### src/rtl/alu_unit_if.sv
// Execute-stage ALU bus: enable, operands and opcode in; registered result and
// signed-overflow flag out.
interface alu_unit_if #(
    parameter int WIDTH = 32
);
    logic             en;
    logic [WIDTH-1:0] A;
    logic [WIDTH-1:0] B;
    logic [3:0]       Op;
    logic [WIDTH-1:0] C;
    logic             Over;

    modport master (
        output en, A, B, Op,
        input  C, Over
    );

    modport slave (
        input  en, A, B, Op,
        output C, Over
    );
endinterface

### src/rtl/alu_unit.sv
// 32-bit MIPS-style execute-stage ALU: 16 operations, one register stage for the
// result and the signed-overflow flag, clock enable for pipeline stalls.
module alu_unit #(
    parameter int WIDTH = 32
) (
    input  logic      clk,
    input  logic      reset,
    alu_unit_if.slave bus
);

    typedef enum logic [3:0] {
        OP_ADD   = 4'b0000,
        OP_SUB   = 4'b0001,
        OP_AND   = 4'b0010,
        OP_OR    = 4'b0011,
        OP_XOR   = 4'b0100,
        OP_NOR   = 4'b0101,
        OP_SLTU  = 4'b0110,
        OP_SLT   = 4'b0111,
        OP_SLL   = 4'b1000,
        OP_SRL   = 4'b1001,
        OP_SRA   = 4'b1010,
        OP_LUI   = 4'b1011,
        OP_ADDU  = 4'b1100,
        OP_SUBU  = 4'b1101,
        OP_PASSB = 4'b1110,
        OP_RSVD  = 4'b1111
    } op_e;

    op_e op;
    assign op = op_e'(bus.Op);

    // One shared adder serves add, subtract and both set-less-than compares.
    logic             use_sub;
    logic [WIDTH-1:0] b_eff;
    logic [WIDTH:0]   sum_ext;
    logic [WIDTH-1:0] sum;
    logic             carry_out;
    logic             add_ovf;
    logic             lt_unsigned;
    logic             lt_signed;

    always_comb begin
        use_sub = 1'b0;
        if (op inside {OP_SUB, OP_SUBU, OP_SLT, OP_SLTU})
            use_sub = 1'b1;
    end

    assign b_eff     = use_sub ? ~bus.B : bus.B;
    assign sum_ext   = {1'b0, bus.A} + {1'b0, b_eff} + {{WIDTH{1'b0}}, use_sub};
    assign sum       = sum_ext[WIDTH-1:0];
    assign carry_out = sum_ext[WIDTH];

    assign add_ovf     = (bus.A[WIDTH-1] == b_eff[WIDTH-1]) &&
                         (sum[WIDTH-1] != bus.A[WIDTH-1]);
    assign lt_unsigned = ~carry_out;
    assign lt_signed   = sum[WIDTH-1] ^ add_ovf;

    // Right barrel shifter; left shifts reuse it by bit-reversing in and out.
    logic [4:0]       shamt;
    logic             shift_left;
    logic             fill;
    logic [WIDTH-1:0] sh_s0;
    logic [WIDTH-1:0] sh_s1;
    logic [WIDTH-1:0] sh_s2;
    logic [WIDTH-1:0] sh_s3;
    logic [WIDTH-1:0] sh_s4;
    logic [WIDTH-1:0] sh_s5;
    logic [WIDTH-1:0] sh_out;

    assign shamt      = bus.A[4:0];
    assign shift_left = (op == OP_SLL);
    assign fill       = (op == OP_SRA) && bus.B[WIDTH-1];

    assign sh_s0  = shift_left ? {<<{bus.B}} : bus.B;
    assign sh_s1  = shamt[0] ? {fill, sh_s0[WIDTH-1:1]}          : sh_s0;
    assign sh_s2  = shamt[1] ? {{2{fill}}, sh_s1[WIDTH-1:2]}     : sh_s1;
    assign sh_s3  = shamt[2] ? {{4{fill}}, sh_s2[WIDTH-1:4]}     : sh_s2;
    assign sh_s4  = shamt[3] ? {{8{fill}}, sh_s3[WIDTH-1:8]}     : sh_s3;
    assign sh_s5  = shamt[4] ? {{16{fill}}, sh_s4[WIDTH-1:16]}   : sh_s4;
    assign sh_out = shift_left ? {<<{sh_s5}} : sh_s5;

    logic [WIDTH-1:0] result;
    logic             ovf;

    always_comb begin
        result = '0;
        ovf    = 1'b0;
        case (op)
            OP_ADD: begin
                result = sum;
                ovf    = add_ovf;
            end
            OP_SUB: begin
                result = sum;
                ovf    = add_ovf;
            end
            OP_AND:   result = bus.A & bus.B;
            OP_OR:    result = bus.A | bus.B;
            OP_XOR:   result = bus.A ^ bus.B;
            OP_NOR:   result = ~(bus.A | bus.B);
            OP_SLTU:  result = {{(WIDTH-1){1'b0}}, lt_unsigned};
            OP_SLT:   result = {{(WIDTH-1){1'b0}}, lt_signed};
            OP_SLL:   result = sh_out;
            OP_SRL:   result = sh_out;
            OP_SRA:   result = sh_out;
            OP_LUI:   result = {bus.B[15:0], 16'h0000};
            OP_ADDU:  result = sum;
            OP_SUBU:  result = sum;
            OP_PASSB: result = bus.B;
            OP_RSVD:  result = '0;
            default:  result = '0;
        endcase
    end

    always_ff @(posedge clk or posedge reset) begin
        if (reset) begin
            bus.C    <= '0;
            bus.Over <= 1'b0;
        end else if (bus.en) begin
            bus.C    <= result;
            bus.Over <= ovf;
        end
    end

endmodule

### src/flat_wrapper.sv
// flat-port wrapper written by rule: the top's interface ports become plain ports
module alu_unit_flat 
#(
    parameter int WIDTH = 32
)
  (clk, reset, bus_en, bus_A, bus_B, bus_Op, bus_C, bus_Over);
  alu_unit_if #(.WIDTH(WIDTH)) bus_i ();
  input  logic clk;
  input  logic reset;
  input wire logic [$bits(bus_i.en)-1:0] bus_en;
  input wire logic [$bits(bus_i.A)-1:0] bus_A;
  input wire logic [$bits(bus_i.B)-1:0] bus_B;
  input wire logic [$bits(bus_i.Op)-1:0] bus_Op;
  output wire logic [$bits(bus_i.C)-1:0] bus_C;
  output wire logic [$bits(bus_i.Over)-1:0] bus_Over;
  assign bus_i.en = bus_en;
  assign bus_i.A = bus_A;
  assign bus_i.B = bus_B;
  assign bus_i.Op = bus_Op;
  assign bus_C = bus_i.C;
  assign bus_Over = bus_i.Over;
  alu_unit #(.WIDTH(WIDTH)) u_core (.clk(clk), .reset(reset), .bus(bus_i));
endmodule
### config.mk
export PLATFORM = sky130hd
export DESIGN_NAME = alu_unit_flat
export DESIGN_NICKNAME = d
export VERILOG_FILES = /design/src/rtl/alu_unit_if.sv /design/src/rtl/alu_unit.sv /design/src/flat_wrapper.sv
export SDC_FILE = /design/constraint.sdc
export NUM_CORES = 1
export LEC_CHECK = 0
export CORE_ASPECT_RATIO = 0.75
export CORE_MARGIN = 5
export CORE_UTILIZATION = 54
export CTS_CLUSTER_DIAMETER = 40
export DETAILED_ROUTE_END_ITERATION = 7
export PLACE_DENSITY = 0.8
export SYNTH_ARGS = -nofsm -noshare
export SYNTH_HDL_FRONTEND = slang
export SYNTH_SLANG_ARGS = --single-unit
### constraint.sdc
create_clock -name clk -period 1 [get_ports clk]
set_input_delay 0.15 -clock clk [delete_from_list [all_inputs] [get_ports clk]]
set_output_delay 0.15 -clock clk [all_outputs]
set_load 0.01 [all_outputs]
==> key figures, run 1 <==
Synth
  – Mapped Area: ~9200 µm²
  – Sequential-to-total area share from yosys stat: 0.0893
  – Dominant cell type by area after synthesis: ha_1
  – Top cell type's share of synthesized area: 0.133
  – Yosys cell types: 75
  – Post-synth EDFFs: 0
  – Largest cells by area after synthesis: ha_1 13%, mux4_2 9.5%, dfrtp_1 8.9%
  – #FFs+latches synth: 33
  – Mapped Cells: 1,269
  – Ys flop type: dfrtp_1
  – Most frequent cells after synthesis: 153 x nand2_1, 120 x nor2_1, 98 x ha_1
  – Most common cell in the netlist: nand2_1
  – Syn Nets: ~1,400
  – Ys async rst share: 1.00
  – Yosys warning count: 0
  – Syn Area/Cell: 7.28 µm²

Outcome
  – Error: [ERROR GRT-0232] Routing congestion too high. Check the congestion heatmap in the GUI.
  – Status: stopped before the end
  – Last stage: global routing

Clocking
  – CTS Root Buffer Type: clkbuf_16
  – CTS Buffer Depth: 2
  – CTS H-tree lvls: 2
  – Total clock sinks: 33
  – Cts bufs inserted: 5

Placement
  – Placed Area: about 14,000 µm²
  – Port Buf Inserts: a little over 100
  – Gpl congestion: 1.18
  – Final HPWL DP: 39,900 µm

Floorplan
  – Die Ht: 123 µm
  – Initial core utilization: 0.549
  – # rows: 41
  – Io pins: approximately 100
  – Die Span X: 161 µm

GRT
  – Largest net degree at the start of global routing: 43
  – GRT Total Usage: 0.823
  – Overflow left after global routing: 200

STA
  – WEP type: register data pin
  – Crit. endpoint post-GRT repair: u_core.bus.C[31]$_DFFE_PP0P_/D
-- routing by layer --
layer | GRT usage | overflow
met5 | 0.414 | 1
met4 | 0.880 | 82
met3 | 0.683 | 3
met2 | 0.979 | 107
met1 | 0.797 | 7
-- per-stage QoR --
| stage | TNS (ps) | cells | hold slack, ps | setup slack, ps |
|---|---|---|---|---|
| 2_1_floorplan | -53820 | 1269 | 279 | -2090 |
| 4_1_cts | -58480 | 1999 | 235 | -1960 |
| 3_5_place_dp | -91830 | 1944 | 497 | -3030 |
| 3_3_place_gp | -89820 | 1944 | 491 | -2860 |
-- logic make-up after synthesis --
family	share of synthesized area
buffers and inverters	0.0769
AND/OR/NAND/NOR	0.191
multiplexers	0.162
adder cells (fa/ha/maj)	0.135
XOR/XNOR	0.0512
AO/OA/AOI/OAI	0.295
flip-flops	0.0893
-- timing repair --
| item | in CTS |
|---|---|
| setup buffers | 47 |
| hold buffers | 0 |
| pin swaps | 87 |
| setup endpoints to repair | 66 |
| resized for setup | 307 |
| cloned | 4 |
==> inputs of run 2 (changes only) <==
--- a/config.mk
+++ b/config.mk
@@ -5,12 +5,10 @@
 export SDC_FILE = /design/constraint.sdc
 export NUM_CORES = 1
 export LEC_CHECK = 0
-export CORE_ASPECT_RATIO = 0.75
 export CORE_MARGIN = 5
-export CORE_UTILIZATION = 54
-export CTS_CLUSTER_DIAMETER = 40
+export CORE_UTILIZATION = 40
 export DETAILED_ROUTE_END_ITERATION = 7
-export PLACE_DENSITY = 0.8
+export PLACE_DENSITY_LB_ADDON = 0.15
 export SYNTH_ARGS = -nofsm -noshare
 export SYNTH_HDL_FRONTEND = slang
 export SYNTH_SLANG_ARGS = --single-unit
==> constraint.sdc (replaced) <==
create_clock -name clk -period 1.3 [get_ports clk]
set_input_delay 0.195 -clock clk [delete_from_list [all_inputs] [get_ports clk]]
set_output_delay 0.195 -clock clk [all_outputs]
set_load 0.01 [all_outputs]
==> run 2 against run 1 <==
The flow now finishes, with violations (negative setup slack). Synthesized cell count unchanged. Area after synthesis did not move.
==> key figures, run 2 <==
Power and ir drop
  – Clock power frac: 0.130
  – Switching share of power: 0.453
  – Leakage dissipation: 7.07 nW
  – Int Power: around 0.0062 W
  – Switching pwr: about 0.005 W
  – Combinational power share: 0.747
  – VDD IR-drop max: approximately 0.46 mV
  – Seq pwr share: 0.123
  – Pwr Density: 711 nW/µm²

Floorplan
  – Initial core utilization: 0.407 (-0.142)
  – Die Ht: 162 µm (+31%)
  – Core footprint: ~23,000 µm²
  – Die Span X: 162 µm (+0.59%)
  – Die Footprint: 26,200 µm²
  – # rows: 55 (+34%)
  – Io pins: 104 (unchanged)

Synth
  – Sequential-to-total area share from yosys stat: 0.0893 (unchanged)
  – Ys flop type: dfrtp_1
  – Syn Nets: 1,439 (unchanged)
  – Dominant cell type by area after synthesis: ha_1
  – Mapped Cells: 1,269 (unchanged)
  – Most frequent cells after synthesis: 153 x nand2_1, 120 x nor2_1, 98 x ha_1
  – Most common cell in the netlist: nand2_1
  – Mapped Area: 9240 µm² (unchanged)
  – Ys async rst share: 1.00 (unchanged)
  – Yosys warning count: 0 (unchanged)
  – #FFs+latches synth: 33 (unchanged)
  – Largest cells by area after synthesis: ha_1 13%, mux4_2 9.5%, dfrtp_1 8.9%
  – Syn Area/Cell: 7.28 µm² (unchanged)
  – Top cell type's share of synthesized area: 0.133 (unchanged)
  – Post-synth EDFFs: 0 (unchanged)
  – Yosys cell types: 75 (unchanged)

Clocking
  – CTS Root Buffer Type: clkbuf_16
  – Clock latency on the worst-skew pair: 280 ps
  – CTS Buffer Depth: 2 (unchanged)
  – CTS hold repair buffers: 0 (unchanged)
  – Clock transition at path regs: 60 ps
  – CTS tree: yes
  – Total clock sinks: 33 (unchanged)
  – Cts bufs inserted: 5 (unchanged)
  – CTS H-tree lvls: 2 (unchanged)

GRT
  – First-pass GRT wire length: 80,100 µm
  – Overflow left after global routing: 0
  – Largest net degree at the start of global routing: 38
  – Number of global-route vias before repair: 12,600
  – Initial antenna violation count: 1
  – GRT Total Usage: 0.404

Critical path
  – Worst reg-to-reg setup slack: 150 ps
  – Worst EP required: between 1000 and 1500 ps
  – Worst setup EP type: flop
  – CP max FO: 6
  – Critical path origin: bus_Op[3]
  – WP data arrival: 3230 ps
  – R2r startpoint: u_core.bus.C[29]
  – WS Path Type: primary input to flop
  – Setup crit start kind: primary input
  – Reg2reg end: u_core.bus.C[29]
  – R2R cell count: 6
  – Critical Path End: u_core.bus.C[31]

Cells and area
  – Area Growth Syn to Fin: 71.7%
  – N_diodes: 0
  – Most frequent cells in the layout: 430 x buf_4, 148 x nand2_1, 108 x nor2_1
  – Biggest regs: u_core.bus.C (32), u_core.bus.Over (1)
  – Final net count: 1,944
  – Layout cells sized above 1: 0.414
  – Fin area: 15,900 µm²
  – Largest register FFs: 32
  – Fin util: 0.699
  – Most flops, register: u_core.bus.C
  – Non-Filler Instances: 2,060
  – Commonest non-fill, non-tap cell in the layout: buf_4

STA
  – RSZ-0062 raised after global routing: yes
  – Max Transition Viols Final: 0
  – Fmax: 329 MHz
  – Final setup TNS: -51,730 ps
  – Fin crit period: about 3000 ps
  – Fin. Hold Viols: 0
  – Slew of the pin with the lowest slew margin: 804 ps
  – Setup-failing EPs final: 33
  – Clock skew: 0 ps
  – Worst rel slew slack: 0.462
  – Post-route setup slack: -1740 ps
  – Final period utilization: 2.34

Placement
  – Inst Count DP: 2,007 (+3.2%)
  – Port Buf Inserts: 103 (unchanged)
  – Final HPWL DP: 42,800 µm (+7.1%)
  – Gpl congestion: 1.04 (-12%)
  – Placed Area: 14,000 µm² (+1.2%)

Outcome
  – Status: finished with violations
  – Failing checks: negative setup slack

Min path
  – Min-delay worst type: primary input to async pin

Detailed routing
  – WL per Instance: 26.7 µm
  – Vias after detailed routing: around 13,000
  – DRC: 0
  – Total Routed Length: 55,100 µm
  – 1st-iter DRT viols: 1,802
  – Vias per cell: 6.38
  – Number of routed nets with antenna violations: 0
  – DR pass1 iterations: 7

Flow run
  – Max-cap violations: 0
run 2: cell counts after synthesis:
No cell type changed its count.
run 2: worst min path at each step:
| stage | end |
|---|---|
| floorplan | u_core.bus.C[0] |
| global placement | u_core.bus.C[5] |
| detailed placement | u_core.bus.C[5] |
| CTS | u_core.bus.C[28] |
| global route | u_core.bus.C[28] |
| finish | u_core.bus.C[28] |
run 2: timing repair:
action | CTS | global route
setup endpoints to repair | 66 | 33
pin swaps | 98 | 74
gates cloned | 3 | 0
gates resized for setup | 251 | 69
buffers inserted | 37 | 18
run 2: kinds of logic after synthesis:
kind of cell,share of synthesized area
AO/OA/AOI/OAI,0.295
flip-flops,0.0893
adder cells (fa/ha/maj),0.135
multiplexers,0.162
buffers and inverters,0.0769
AND/OR/NAND/NOR,0.191
XOR/XNOR,0.0512
run 2: stage by stage:
step                total power (W)  setup WS (ps)  hold WS [ps]
detailed placement          0.00844          -2640           500
global route                 0.0118          -1820           300
finish                       0.0113          -1740           259
global placement            0.00839          -2600           492
floorplan                   0.00473          -1830           324
CTS                          0.0106          -1730           283
run 2: power by group through the flow:
stage	Clock [W]	Combinational, W	Sequential, W
global route	0.00151	0.00887	0.00139
floorplan	0	0.00331	0.00142
global placement	0	0.00699	0.00140
detailed placement	0	0.00705	0.00140
CTS	0.00146	0.00781	0.00138
finish	0.00147	0.00842	0.00139
run 2: critical path, stage by stage:
cell and delay (ps):
buf_12 110, nand2b_4 150, o22ai_4 200, buf_12 200, buf_12 160, xnor2_4 80, ha_4 300, a21oi_2 70
o21ai_2 210, a21oi_2 100, o31a_1 360, a311oi_4 390, buf_4 180, nand3b_1 80, a21o_1 190, a221oi_2 220
run 2: layout make-up:
type                    count  area [µm²]
clock buffers               7         143
clock inverters             1        30.0
fillers                  1877        6840
inverters                  79         297
multi-input cells        1065        9100
flip-flops and latches     33         826
well taps                 285         357
repair buffers            590        5120
run 2: layer usage:
layer	part of all wire	track usage	up-vias
li1	-	-	5732
met1	0.38	0.534	6291
met2	0.43	0.628	916
met3	0.12	0.0896	200
met4	0.066	0.193	0
met5	0	0	-
No activity file was read; power rests on OpenSTA's default activity.
